<file path="src/rtl/pipe_hazard_ctrl.sv">
// pipe_hazard_ctrl: register scoreboard that stalls decode on pending sources or a full write window,
// with a stall watchdog that latches an error state until flush.
module pipe_hazard_ctrl #(
    parameter int WDOG = 15
) (
    input  logic        clk,
    input  logic        reset,
    input  logic        id_valid,
    input  logic [4:0]  id_rs1,
    input  logic [4:0]  id_rs2,
    input  logic [4:0]  id_ws,
    input  logic        id_we,
    input  logic [4:0]  wb_ws,
    input  logic        wb_we,
    input  logic        flush,
    output logic        stall,
    output logic        issue,
    output logic [31:0] pending,
    output logic [1:0]  inflight,
    output logic        err,
    output logic [15:0] stall_cnt
);
    typedef enum logic [1:0] {RUN, STALL, ERR} state_t;
    state_t state, state_n;
    logic [15:0] wd, wd_n;
    logic [31:0] pend_n, set_m, clr_m;
    logic [1:0] infl_n;
    logic wb_hit, hit1, hit2, haz, set_w;
    always_comb begin
        wb_hit = wb_we && wb_ws != 5'd0;
        // the register file is write-first, so a same-cycle writeback satisfies the source
        hit1 = pending[id_rs1] && !(wb_hit && wb_ws == id_rs1);
        hit2 = pending[id_rs2] && !(wb_hit && wb_ws == id_rs2);
        haz = id_valid && (hit1 || hit2 || inflight == 2'd3);
        stall = !flush && (state == ERR || haz);
        issue = id_valid && !stall;
        set_w = issue && id_we && id_ws != 5'd0;
        set_m = set_w ? 32'd1 << id_ws : 32'd0;
        clr_m = wb_hit ? 32'd1 << wb_ws : 32'd0;
        pend_n = (pending & ~clr_m) | set_m;
        infl_n = (set_w && !wb_hit) ? inflight + 2'd1 :
                 (wb_hit && !set_w && inflight != 2'd0) ? inflight - 2'd1 : inflight;
        wd_n = state == ERR ? wd : stall ? wd + 16'd1 : 16'd0;
        state_n = state == ERR ? ERR : !stall ? RUN : wd_n >= 16'(WDOG) ? ERR : STALL;
    end
    assign err = state == ERR;
    always_ff @(posedge clk) begin
        if (!reset) begin
            pending   <= '0;
            inflight  <= '0;
            stall_cnt <= '0;
            wd        <= '0;
            state     <= RUN;
        end else begin
            stall_cnt <= (stall && stall_cnt != 16'hFFFF) ? stall_cnt + 16'd1 : stall_cnt;
            if (flush) begin
                pending  <= '0;
                inflight <= '0;
                wd       <= '0;
                state    <= RUN;
            end else begin
                pending  <= pend_n;
                inflight <= infl_n;
                wd       <= wd_n;
                state    <= state_n;
            end
        end
    end
endmodule

</file>
<file path="config.mk">
export PLATFORM = sky130hd
export DESIGN_NAME = pipe_hazard_ctrl
export DESIGN_NICKNAME = d
export VERILOG_FILES = /design/src/rtl/pipe_hazard_ctrl.sv
export SDC_FILE = /design/constraint.sdc
export NUM_CORES = 1
export LEC_CHECK = 0
export CAP_MARGIN = 5
export CORE_MARGIN = 2
export CORE_UTILIZATION = 52
export DETAILED_ROUTE_END_ITERATION = 12
export PLACE_DENSITY_LB_ADDON = 0.2
export SETUP_SLACK_MARGIN = 0.05
export SLEW_MARGIN = 20
export SYNTH_ARGS = -nofsm -noshare
export SYNTH_HDL_FRONTEND = slang
export SYNTH_SLANG_ARGS = --single-unit
</file>
<file path="constraint.sdc">
create_clock -name clk -period 4 [get_ports clk]
set_input_delay 0.8 -clock clk [delete_from_list [all_inputs] [get_ports clk]]
set_output_delay 0.8 -clock clk [all_outputs]
set_load 0.05 [all_outputs]
</file>
==> flow_metrics.tcl <==
set metrics [dict create \
    p_leak_uw 0.00186 \
    required_ns 3.20 \
    multiInputGateArea_sq_um 2620 \
    num-nets-final 586 \
    grt_max_degree 35 \
    die-area_sq_um 8580 \
    yosysTopAreaCellShare_pct 33.3 \
    fin_tns_setup_ns 0 \
    die_x_um 92.6 \
    synth_seq_area_share_pct 33.3 \
    drtIter0Drc 243 \
    cts_buffer_depth 2 \
    n_fill_cell 597 \
    final.min_clock_period_ns 3.89 \
    syn-cell-area_sq_um 4080 \
    gp_congestion 0.934 \
    groute.usage.overall_pct 28.1 \
    start_util_pct 53.4 \
    tightest_slew_ns 0.754 \
    dp.cells 648 \
    diodes 0 \
    yosysTopAreaCell "dfxtp_1" \
    synth_edf_count 0 \
    synth-main-ff-cell "dfxtp_1" \
    clkTransAtPathRegs_ns 0.07 \
    dp_hpwl_mm 8.45 \
    area_growth_pct 31.7 \
    drv_slew 0 \
    worstSetupPathType "in2out" \
    seq_area_sq_um 1360 \
    first_pass_iters 5 \
    status "finished, final reports clean" \
    numCtsBuffers 9 \
    drc 0 \
    grt-ovfl-total 0 \
    synth.area.top_cells "dfxtp_1, nand2_1, mux2i_1" \
    peakVddDrop_v 0.000164 \
    htreeDepth 3 \
    maxCapViolations 0 \
    vias 4203 \
    setup_viol 0 \
    rsz0062_at_grt "false" \
    final_cells 665 \
    cts_tree "done" \
    max_freq_mhz 257 \
    powerDensity_nw_per_um2 287 \
    cts_num_sinks 68 \
    coreArea_sq_um 7650 \
    wirelength_mm 11.7 \
    grt_pass1_vias 4058 \
    io_buffer_count 78 \
    yosys_warnings 0 \
    wire_per_inst_um 17.6 \
    grt_first_pass_wirelength_mm 19.2 \
    syn_avg_cell_area_sq_um 8.72 \
    clk_latency_ns 0.36 \
    skew_ns 0.0138 \
    timing.slew.headroom_pct 49.3 \
    synthCells 468 \
    routed_via_density 6.32 \
    fin_crit_sh_pct 97.3 \
    hold_violations 0 \
    hold_path_class "reg2reg" \
    root_buffer "clkbuf_8" \
    ant_nets 0 \
    ys_ff_latch 68 \
    syn-num-nets 496 \
    antenna_found_initial 0 \
    die_h_um 92.6 \
    async_reset_ff_share_pct 0 \
    startpoint_type "input pin" \
    cp.arrival_ns 3.09 \
    synth_cell_type_count 55 \
    synthTopCellsByCount "dfxtp_1, nand2_1, nor2_1" \
    drive_gt1_share_pct 13.9 \
    core.rowCount 32 \
    critPathCaptureType "output port" \
    crit_fanout 3 \
    io_pins 79 \
]
==> through the flow <==
stage                     instance area [sq um]  hold WS, ns  util [%]  worst slack (ns)  power (uW)
after global routing                       5380        0.516      70.3            0.0584        1600
after floorplan                            4090        0.449         -             0.175         806
after CTS                                  5340        0.491      69.8            0.0711        1550
final                                      5380        0.493      70.3             0.108        1550
after detailed placement                   5100        0.477      66.6            -0.163         891
after global placement                     5100        0.457      66.6            -0.143         886
==> cells in the final DEF, fill, tap and decap left out, drive strengths merged, types with 5 or more instances in the layout <==
cell	instances
clkbuf	11
clkdlybuf4s50	73
a21oi	11
or3	5
or4	7
mux4	10
buf	30
a32o	24
and3	6
nand3	11
nor2b	6
nor3b	6
nand2	68
nor2	30
and2	5
nand4	10
o31ai	12
xor2	12
o21ai	6
dfxtp	68
mux2i	25
xnor2	14
nand2b	21
o211ai	13
nor3	21
inv	7
==> registers in the layout, indices dropped and copies added, names as in the netlist <==
name / flops
inflight: 2
pending: 32
stall_cnt: 16
state: 2
wd: 16
==> critical path, stage by stage <==
cell and delay, ns:
clkdlybuf4s50_1 0.53, buf_4 0.15, mux4_2 0.50, mux2i_2 0.20, and3b_1 0.24, nor3_2 0.08, o31ai_2 0.25, and2_4 0.20
buf_12 0.13
==> layer usage <==
metal	wire length [um]	GRT usage [%]	up-vias
li1	-	-	1936
met1	4690	34.2	2018
met2	5790	47.7	214
met3	854	4.80	35
met4	334	14.2	0
met5	0	0	-
==> layout make-up <==
cell class,instances,share of cell area [%]
clock buffer,11,2.82
inverter,7,0.489
sequential,68,25.3
clock inverter,5,1.56
multi-input combinational,366,48.7
timing repair buffer,106,18.7
tap,102,2.37
==> cell families (layout without fill, tap and decap cells) <==
logic type                 Yosys count  count (layout)  synth area share, %
adders and majority gates            2               2                0.613
xor gates and xnor gates            26              26                 5.58
buffers and inverters               34             129                 3.34
and+or+nand+nor                    214             214                 27.5
muxes                               38              38                 12.5
DFF                                 68              68                 33.3
AOI/OAI and AO/OA                   86              86                 17.1
==> worst paths after layout <==
kind	start	to	slack, ns	cells after the start
worst min register to register	wd[1]$_SDFF_PP0_	wd[1]$_SDFF_PP0_	0.49	2
worst min-delay path	wd[1]$_SDFF_PP0_	wd[1]$_SDFF_PP0_	0.49	2
worst max register to register	pending[11]$_SDFF_PP0_	pending[4]$_SDFF_PP0_	1.03	9
worst max-delay path	id_rs2[0]	issue	0.11	9
==> power by group <==
part / internal, uW / switching (uW) / total (uW) / leakage (uW)
Clock: 386 / 276 / 662 / 0.000112
Combinational: 85.9 / 116 / 202 / 0.00120
Sequential: 679 / 3.22 / 682 / 0.000548
==> repair_timing <==
action	CTS	global route
endpoints found under the setup margin	2	2
resized for setup	3	8
buffers inserted	0	1
pin swaps	0	2
hold buffers	0	0
No activity file was read; power rests on OpenSTA's default activity.
